[src/rtl/instr_sequencer_if.sv]
// ---------------------------------------------------------------------------
// instr_sequencer_if
// Bundles the host load handshake and the datapath instruction/result bus of
// the instruction sequencer into one interface.
//
// Signals:
//   ld_valid   host offers one instruction (fields below)
//   ld_ready   sequencer accepts the offered instruction
//   ld_opcode  opcode field        (3 bits)
//   ld_func    ALU function field  (4 bits)
//   ld_reg1    source register 1   (3 bits)
//   ld_reg2    source register 2   (3 bits)
//   ld_regw    destination register(3 bits)
//   inst_out   instruction word to the datapath (16 bits)
//   inst_valid inst_out carries a program word this cycle
//   res_in     datapath 8-bit result
//   zero_in    datapath zero flag
//
// Modports:
//   master  the sequencer side (drives ld_ready, inst_out, inst_valid)
//   slave   the host/datapath side
// ---------------------------------------------------------------------------
interface instr_sequencer_if;
   logic        ld_valid;
   logic        ld_ready;
   logic [2:0]  ld_opcode;
   logic [3:0]  ld_func;
   logic [2:0]  ld_reg1;
   logic [2:0]  ld_reg2;
   logic [2:0]  ld_regw;
   logic [15:0] inst_out;
   logic        inst_valid;
   logic [7:0]  res_in;
   logic        zero_in;

   // The sequencer consumes the load fields and datapath results and
   // produces the ready and instruction stream.
   modport master (
      input  ld_valid, ld_opcode, ld_func, ld_reg1, ld_reg2, ld_regw,
      input  res_in, zero_in,
      output ld_ready, inst_out, inst_valid
   );

   // The host/datapath view is the mirror image of the sequencer view.
   modport slave (
      output ld_valid, ld_opcode, ld_func, ld_reg1, ld_reg2, ld_regw,
      output res_in, zero_in,
      input  ld_ready, inst_out, inst_valid
   );
endinterface

[src/rtl/instr_sequencer.sv]
// ---------------------------------------------------------------------------
// instr_sequencer
// Instruction-issue master for the 16-bit ALU/register-file datapath. Packs
// host-supplied fields into instruction words, stores them in a program
// buffer, replays them one per cycle on inst_out and captures the datapath
// result and zero flag for every issued word.
//
// Word format: [15:13]=regw [12:10]=reg1 [9:7]=reg2 [6:3]=func [2:0]=opcode
//
// Parameters:
//   DEPTH  program buffer entries (power of two, 2..64)
//   AW     pointer width, $clog2(DEPTH)
//
// Ports:
//   clk, rst_n   clock; asynchronous active-low reset
//   bus          instr_sequencer_if.master (load handshake, inst/result bus)
//   clear        empty the program (IDLE only)
//   start        begin a run (IDLE only, needs a non-empty program)
//   abort        terminate a run
//   stall        suppress issue this cycle
//   loop_mode    repeat the program (only with SEQ_LOOP_EN)
//   busy         state is RUN or DRAIN
//   done         one-cycle pulse on run completion
//   pc           index of the next word to issue
//   prog_len     number of stored words
//   last_result  most recently captured res_in
//   zero_count   zero_in=1 captures this run, saturating
//
// Build option:
//   SEQ_LOOP_EN  when defined, loop_mode=1 wraps the run back to word 0 at
//                the last issue instead of draining; abort is the only exit.
// ---------------------------------------------------------------------------
module instr_sequencer #(
   parameter int DEPTH = 16,
   parameter int AW    = $clog2(DEPTH)
) (
   input  logic                 clk,
   input  logic                 rst_n,
   instr_sequencer_if.master    bus,
   input  logic                 clear,
   input  logic                 start,
   input  logic                 abort,
   input  logic                 stall,
   input  logic                 loop_mode,
   output logic                 busy,
   output logic                 done,
   output logic [AW-1:0]        pc,
   output logic [AW:0]          prog_len,
   output logic [7:0]           last_result,
   output logic [AW:0]          zero_count
);

   typedef enum logic [1:0] {
      IDLE  = 2'd0,
      RUN   = 2'd1,
      DRAIN = 2'd2,
      DONE  = 2'd3
   } state_t;

   localparam logic [AW:0] FULL_LEN = (AW+1)'(DEPTH);

   state_t        state_q, state_d;
   logic [AW-1:0] pc_q, pc_d;
   logic [AW:0]   prog_len_q, prog_len_d;
   logic [15:0]   inst_out_q, inst_out_d;
   logic          inst_valid_q, inst_valid_d;
   logic          ld_ready_q, ld_ready_d;
   logic [7:0]    last_result_q, last_result_d;
   logic [AW:0]   zero_count_q, zero_count_d;

   logic [15:0]   mem_q [DEPTH];
   logic          mem_we;
   logic [AW-1:0] mem_waddr;
   logic [15:0]   mem_wdata;

   logic          last_word;
   logic          loop_wrap;

   // Looping is only honoured when the build enables it; otherwise the
   // input is tied off so every run drains after prog_len issues.
`ifdef SEQ_LOOP_EN
   assign loop_wrap = loop_mode;
`else
   logic unused_loop_mode;
   assign unused_loop_mode = loop_mode;
   assign loop_wrap        = 1'b0;
`endif

   // Next-state and datapath decisions. The result capture is independent
   // of the state so that a word already on inst_out when an abort lands
   // still has its result recorded.
   always_comb begin
      state_d       = state_q;
      pc_d          = pc_q;
      prog_len_d    = prog_len_q;
      inst_out_d    = 16'h0000;
      inst_valid_d  = 1'b0;
      last_result_d = last_result_q;
      zero_count_d  = zero_count_q;
      mem_we        = 1'b0;
      mem_waddr     = prog_len_q[AW-1:0];
      mem_wdata     = {bus.ld_regw, bus.ld_reg1, bus.ld_reg2, bus.ld_func, bus.ld_opcode};
      last_word     = ({1'b0, pc_q} == (prog_len_q - 1'b1));

      if (inst_valid_q) begin
         last_result_d = bus.res_in;
         if (bus.zero_in && (zero_count_q != '1)) begin
            zero_count_d = zero_count_q + 1'b1;
         end
      end

      case (state_q)
         IDLE: begin
            // clear overrides both a load and a start in the same cycle
            if (clear) begin
               prog_len_d = '0;
            end else begin
               if (bus.ld_valid && ld_ready_q) begin
                  mem_we     = 1'b1;
                  prog_len_d = prog_len_q + 1'b1;
               end
               if (start && (prog_len_q != '0)) begin
                  state_d      = RUN;
                  pc_d         = '0;
                  zero_count_d = '0;
               end
            end
         end
         RUN: begin
            if (abort) begin
               state_d = IDLE;
            end else if (!stall) begin
               inst_out_d   = mem_q[pc_q];
               inst_valid_d = 1'b1;
               // pc parks on the last word when the run drains
               if (last_word) begin
                  if (loop_wrap) begin
                     pc_d = '0;
                  end else begin
                     state_d = DRAIN;
                  end
               end else begin
                  pc_d = pc_q + 1'b1;
               end
            end
         end
         DRAIN: begin
            // The final word is on inst_out in this cycle, so its result is
            // captured at this edge and the run can complete.
            state_d = abort ? IDLE : DONE;
         end
         DONE: begin
            state_d = IDLE;
         end
         default: begin
            state_d = IDLE;
         end
      endcase

      // ld_ready is registered from the next state so it reads 0 in reset
      ld_ready_d = (state_d == IDLE) && (prog_len_d != FULL_LEN);
   end

   // Control and output registers; all return to zero/IDLE on reset, which
   // also discards the program by zeroing prog_len.
   always_ff @(posedge clk or negedge rst_n) begin
      if (!rst_n) begin
         state_q       <= IDLE;
         pc_q          <= '0;
         prog_len_q    <= '0;
         inst_out_q    <= 16'h0000;
         inst_valid_q  <= 1'b0;
         ld_ready_q    <= 1'b0;
         last_result_q <= 8'h00;
         zero_count_q  <= '0;
      end else begin
         state_q       <= state_d;
         pc_q          <= pc_d;
         prog_len_q    <= prog_len_d;
         inst_out_q    <= inst_out_d;
         inst_valid_q  <= inst_valid_d;
         ld_ready_q    <= ld_ready_d;
         last_result_q <= last_result_d;
         zero_count_q  <= zero_count_d;
      end
   end

   // Program buffer storage; contents survive reset by design.
   always_ff @(posedge clk) begin
      if (mem_we) begin
         mem_q[mem_waddr] <= mem_wdata;
      end
   end

   assign bus.inst_out   = inst_out_q;
   assign bus.inst_valid = inst_valid_q;
   assign bus.ld_ready   = ld_ready_q;
   assign busy           = (state_q == RUN) || (state_q == DRAIN);
   assign done           = (state_q == DONE);
   assign pc             = pc_q;
   assign prog_len       = prog_len_q;
   assign last_result    = last_result_q;
   assign zero_count     = zero_count_q;

endmodule

[src/flat_wrapper.sv]
// flat-port wrapper written by rule: the top's interface ports become plain ports
module instr_sequencer_flat 
#(
   parameter int DEPTH = 16,
   parameter int AW    = $clog2(DEPTH)
)
  (clk, rst_n, clear, start, abort, stall, loop_mode, busy, done, pc, prog_len, last_result, zero_count, bus_ld_valid, bus_ld_opcode, bus_ld_func, bus_ld_reg1, bus_ld_reg2, bus_ld_regw, bus_res_in, bus_zero_in, bus_ld_ready, bus_inst_out, bus_inst_valid);
  instr_sequencer_if bus_i ();
  input  logic clk;
  input  logic rst_n;
  input  logic clear;
  input  logic start;
  input  logic abort;
  input  logic stall;
  input  logic loop_mode;
  output logic busy;
  output logic done;
  output logic [AW-1:0] pc;
  output logic [AW:0] prog_len;
  output logic [7:0] last_result;
  output logic [AW:0] zero_count;
  input wire logic [$bits(bus_i.ld_valid)-1:0] bus_ld_valid;
  input wire logic [$bits(bus_i.ld_opcode)-1:0] bus_ld_opcode;
  input wire logic [$bits(bus_i.ld_func)-1:0] bus_ld_func;
  input wire logic [$bits(bus_i.ld_reg1)-1:0] bus_ld_reg1;
  input wire logic [$bits(bus_i.ld_reg2)-1:0] bus_ld_reg2;
  input wire logic [$bits(bus_i.ld_regw)-1:0] bus_ld_regw;
  input wire logic [$bits(bus_i.res_in)-1:0] bus_res_in;
  input wire logic [$bits(bus_i.zero_in)-1:0] bus_zero_in;
  output wire logic [$bits(bus_i.ld_ready)-1:0] bus_ld_ready;
  output wire logic [$bits(bus_i.inst_out)-1:0] bus_inst_out;
  output wire logic [$bits(bus_i.inst_valid)-1:0] bus_inst_valid;
  assign bus_i.ld_valid = bus_ld_valid;
  assign bus_i.ld_opcode = bus_ld_opcode;
  assign bus_i.ld_func = bus_ld_func;
  assign bus_i.ld_reg1 = bus_ld_reg1;
  assign bus_i.ld_reg2 = bus_ld_reg2;
  assign bus_i.ld_regw = bus_ld_regw;
  assign bus_i.res_in = bus_res_in;
  assign bus_i.zero_in = bus_zero_in;
  assign bus_ld_ready = bus_i.ld_ready;
  assign bus_inst_out = bus_i.inst_out;
  assign bus_inst_valid = bus_i.inst_valid;
  instr_sequencer #(.DEPTH(DEPTH), .AW(AW)) u_core (.clk(clk), .rst_n(rst_n), .bus(bus_i), .clear(clear), .start(start), .abort(abort), .stall(stall), .loop_mode(loop_mode), .busy(busy), .done(done), .pc(pc), .prog_len(prog_len), .last_result(last_result), .zero_count(zero_count));
endmodule
[config.mk]
export PLATFORM = sky130hd
export DESIGN_NAME = instr_sequencer_flat
export DESIGN_NICKNAME = d
export VERILOG_FILES = /design/src/rtl/instr_sequencer_if.sv /design/src/rtl/instr_sequencer.sv /design/src/flat_wrapper.sv
export SDC_FILE = /design/constraint.sdc
export NUM_CORES = 1
export LEC_CHECK = 0
export ABC_CLOCK_PERIOD_IN_PS = 4700
export CORE_MARGIN = 8
export CORE_UTILIZATION = 30
export DETAILED_ROUTE_END_ITERATION = 8
export GPL_ROUTABILITY_DRIVEN = 0
export GPL_TIMING_DRIVEN = 0
export PLACE_DENSITY = 0.56
export SLEW_MARGIN = 20
export SYNTH_ARGS = -nofsm -noshare
export SYNTH_HDL_FRONTEND = slang
export SYNTH_SLANG_ARGS = --single-unit
[constraint.sdc]
create_clock -name clk -period 4.7 [get_ports clk]
set_clock_uncertainty 0.05 [all_clocks]
set_input_delay 0.705 -clock clk [delete_from_list [all_inputs] [get_ports clk]]
set_output_delay 0.705 -clock clk [all_outputs]
set_load 0.01 [all_outputs]
==> metrics.md <==
| Metric | Value |
|---|---|
| Status | `finished clean` |
| Post-synth cell types | `49` |
| Global Route Usage Sum | `11.6%` |
| R2r endpoint | `u_core.bus.inst_out[4]` |
| R2R Setup Slk | `1780 ps` |
| Final Slew Violations | `0` |
| Post-Syn Area | `0.0117 mm2` |
| Max Fclk | `343 MHz` |
| DIE HEIGHT | `214 um` |
| Post-DP HPWL | `16500 um` |
| Max-cap violations | `0` |
| Most frequent cells in the layout | `edfxtp_1, mux4_2, clkdlybuf4s50_1` |
| Total Power | `7.69 mW` |
| Vias in the first global route | `5949` |
| Max-slew headroom | `30.2%` |
| Crit Path Max Fanout | `10` |
| Mapped Cells | `550` |
| Via count | `5688` |
| Setup crit end | `u_core.bus.inst_out[4]` |
| Startpoint Class | `flip-flop` |
| Number of DRC markers in iteration 0 | `470` |
| Core Region | `0.0386 mm2` |
| Total CTS buffers | `31` |
| Total gr overflow | `0` |
| Layout cells sized above 1 | `25.4%` |
| HP Class | `primary input to async pin` |
| Sw Ratio | `27.6%` |
| Leading cell type in the layout, fill and taps excluded | `edfxtp_1` |
| Clock buffer depth | `3` |
| Clock Pin Slew Worst Setup and Hold Paths | `60 ps` |
| H-tree depth | `1` |
| Num ports | `75` |
| Clock root buffer | `clkbuf_16` |
| RSZ-0062 raised after global routing | `false` |
| Clock power frac | `31.5%` |
| Post-synth top area cell | `edfxtp_1` |
| Clk_lat worst skew | `560 ps` |
| Post-synth ARST share | `14.1%` |
| LEAKAGE | `4.67 nW` |
| First-pass GRT wire length | `39200 um` |
| Pin count of the biggest net entering global routing | `43` |
| Drt pass-1 iters | `5` |
| Final net count | `705` |
| Worst r2r src | `u_core.pc[2]` |
| Final hold viol count | `0` |
| CP endpoint kind | `flip-flop` |
| Req. time, crit path | `5080 ps` |
| Crit path from | `u_core.pc[2]` |
| Post-route minimum period | `2920 ps` |
| Clock Sinks | `298` |
| Initial antenna violation count | `0` |
| Die area | `0.0456 mm2` |
| Via/cell ratio | `4.73` |
| Final Util | `37.0%` |
| Post-CTS setup buffer count | `0` |
| Final Setup Violations | `0` |
| Drt total wl | `26500 um` |
| Synth Register Bits | `298` |
| Die W | `214 um` |
| Post-CTS Hold Buffers | `0` |
| Drt wl/cell | `22.1 um` |
| Total Neg Setup Slack | `0 ps` |
| Filler Cell Count | `3630` |
| CP Class | `flip-flop to flip-flop` |
| Antenna cells | `0` |
| ANT nets after route | `0` |
| Worst EP arrival | `3290 ps` |
| Peak VDD IR | `0.000274 V` |
| Part of the power in registers | `40.2%` |
| Row Count | `72` |
| TritonCTS clock tree | `built` |
| Post-cts resize count | `0` |
| Mapped Nets | `595` |
| Number of flops mapped to enable cells by yosys | `256` |
| Initial core utilization | `30.4%` |
| Share of the synthesized area in the top cell type | `65.6%` |
| Area delta synth->final | `21.8%` |
| Sequential share of the synthesized area | `74.6%` |
| IO buf count | `72` |
| Ranking of synthesized cells by area | `edfxtp_1, mux4_2, dfrtp_1` |
| Slew @ Worst Pin | `1050 ps` |
| Pint | `5.57 mW` |
| Synth Flop Type | `edfxtp_1` |
| DRC | `0` |
| PwrDens | `539 mW/mm2` |
| Sw power | `2.13 mW` |
| Combinational power share | `28.3%` |
| Synthesized area per cell | `21.3 um2` |
| Count of warnings emitted by yosys | `0` |
| Final period utilization | `62.1%` |
| Reg2Reg Depth | `6` |
## registers in the layout, indices dropped and copies added, names as in the netlist
name / count
u_core.bus.ld_ready: 1
u_core.zero_count: 5
u_core.bus.inst_out: 16
u_core.bus.inst_valid: 1
u_core.last_result: 8
u_core.pc: 4
u_core.state_q: 2
u_core.prog_len: 5
u_core.mem_q: 256
## synthesized netlist by cell type (6+ instances only)
| cell | n |
|---|---|
| inv_1 | 7 |
| a21oi_1 | 9 |
| xor2_1 | 6 |
| nand2_1 | 14 |
| xnor2_1 | 6 |
| edfxtp_1 | 256 |
| dfrtp_1 | 42 |
| nor2_1 | 22 |
| mux4_2 | 80 |
| buf_2 | 6 |
| clkbuf_1 | 14 |
| ha_1 | 12 |
| mux2_2 | 8 |
| nor2b_1 | 19 |
## layer usage
layer	vias to the layer above	track usage [%]	routed length, um
met5	-	0	0
met4	0	3.38	632
met3	44	2.70	1980
met2	182	18.3	12200
met1	2998	16.0	11800
li1	2464	-	-
## cells by family after synthesis
| family | after synthesis | synth area share [%] |
|---|---|---|
| xor+xnor | 12 | 0.897 |
| fa+ha+maj | 12 | 1.28 |
| simple gates | 76 | 3.47 |
| compound gates | 26 | 1.81 |
| mux | 92 | 16.5 |
| buf+inv | 34 | 1.44 |
| flops | 298 | 74.6 |
## power groups by stage
stage | combinational, mW | sequential [mW] | clock, mW
after floorplan | 1.42 | 3.17 | 0
after global placement | 2.18 | 3.15 | 0
after detailed placement | 2.21 | 3.15 | 0
after CTS | 2.21 | 3.10 | 2.48
after global routing | 2.34 | 3.11 | 2.58
final | 2.18 | 3.09 | 2.42
## through the flow
stage	setup slack [ps]	cell area, um2	instances	hold WS (ps)
detailed placement	1620	13300	1145	445
global placement	719	13100	1140	440
CTS	1750	14300	1202	138
floorplan	2150	11700	550	359
finish	1780	14300	1202	120
global route	1670	14300	1202	161
## critical path, stage by stage, from the launching register on
cell and delay (ps):
dfrtp_1 370, buf_2 230, buf_2 400, clkbuf_1 650, mux4_2 430, mux4_2 500
nor2b_1 150
## worst min-delay path by stage
stage | slack [ps] | cells past startpoint | startpoint | endpoint
after floorplan | 360 | 0 | rst_n | u_core.bus.inst_out[0]
after global placement | 440 | 1 | u_core.last_result[3] | u_core.last_result[3]
after detailed placement | 440 | 1 | u_core.last_result[7] | u_core.last_result[7]
after CTS | 140 | 1 | rst_n | u_core.bus.inst_out[8]
after global routing | 160 | 1 | rst_n | u_core.last_result[4]
final | 120 | 1 | rst_n | u_core.last_result[0]
## final cells by class
type                       instances  area, um2  area share [%]
clock inverter                    18        198            1.39
sequential                       298       8740            61.2
multi-input combinational        218       2910            20.4
tap                              518        648            4.54
inverter                           7       26.3           0.184
buffer                            27        143           0.999
timing repair buffer              77        806            5.65
clock buffer                      39        806            5.65
Power figures use the tool's default switching activity.
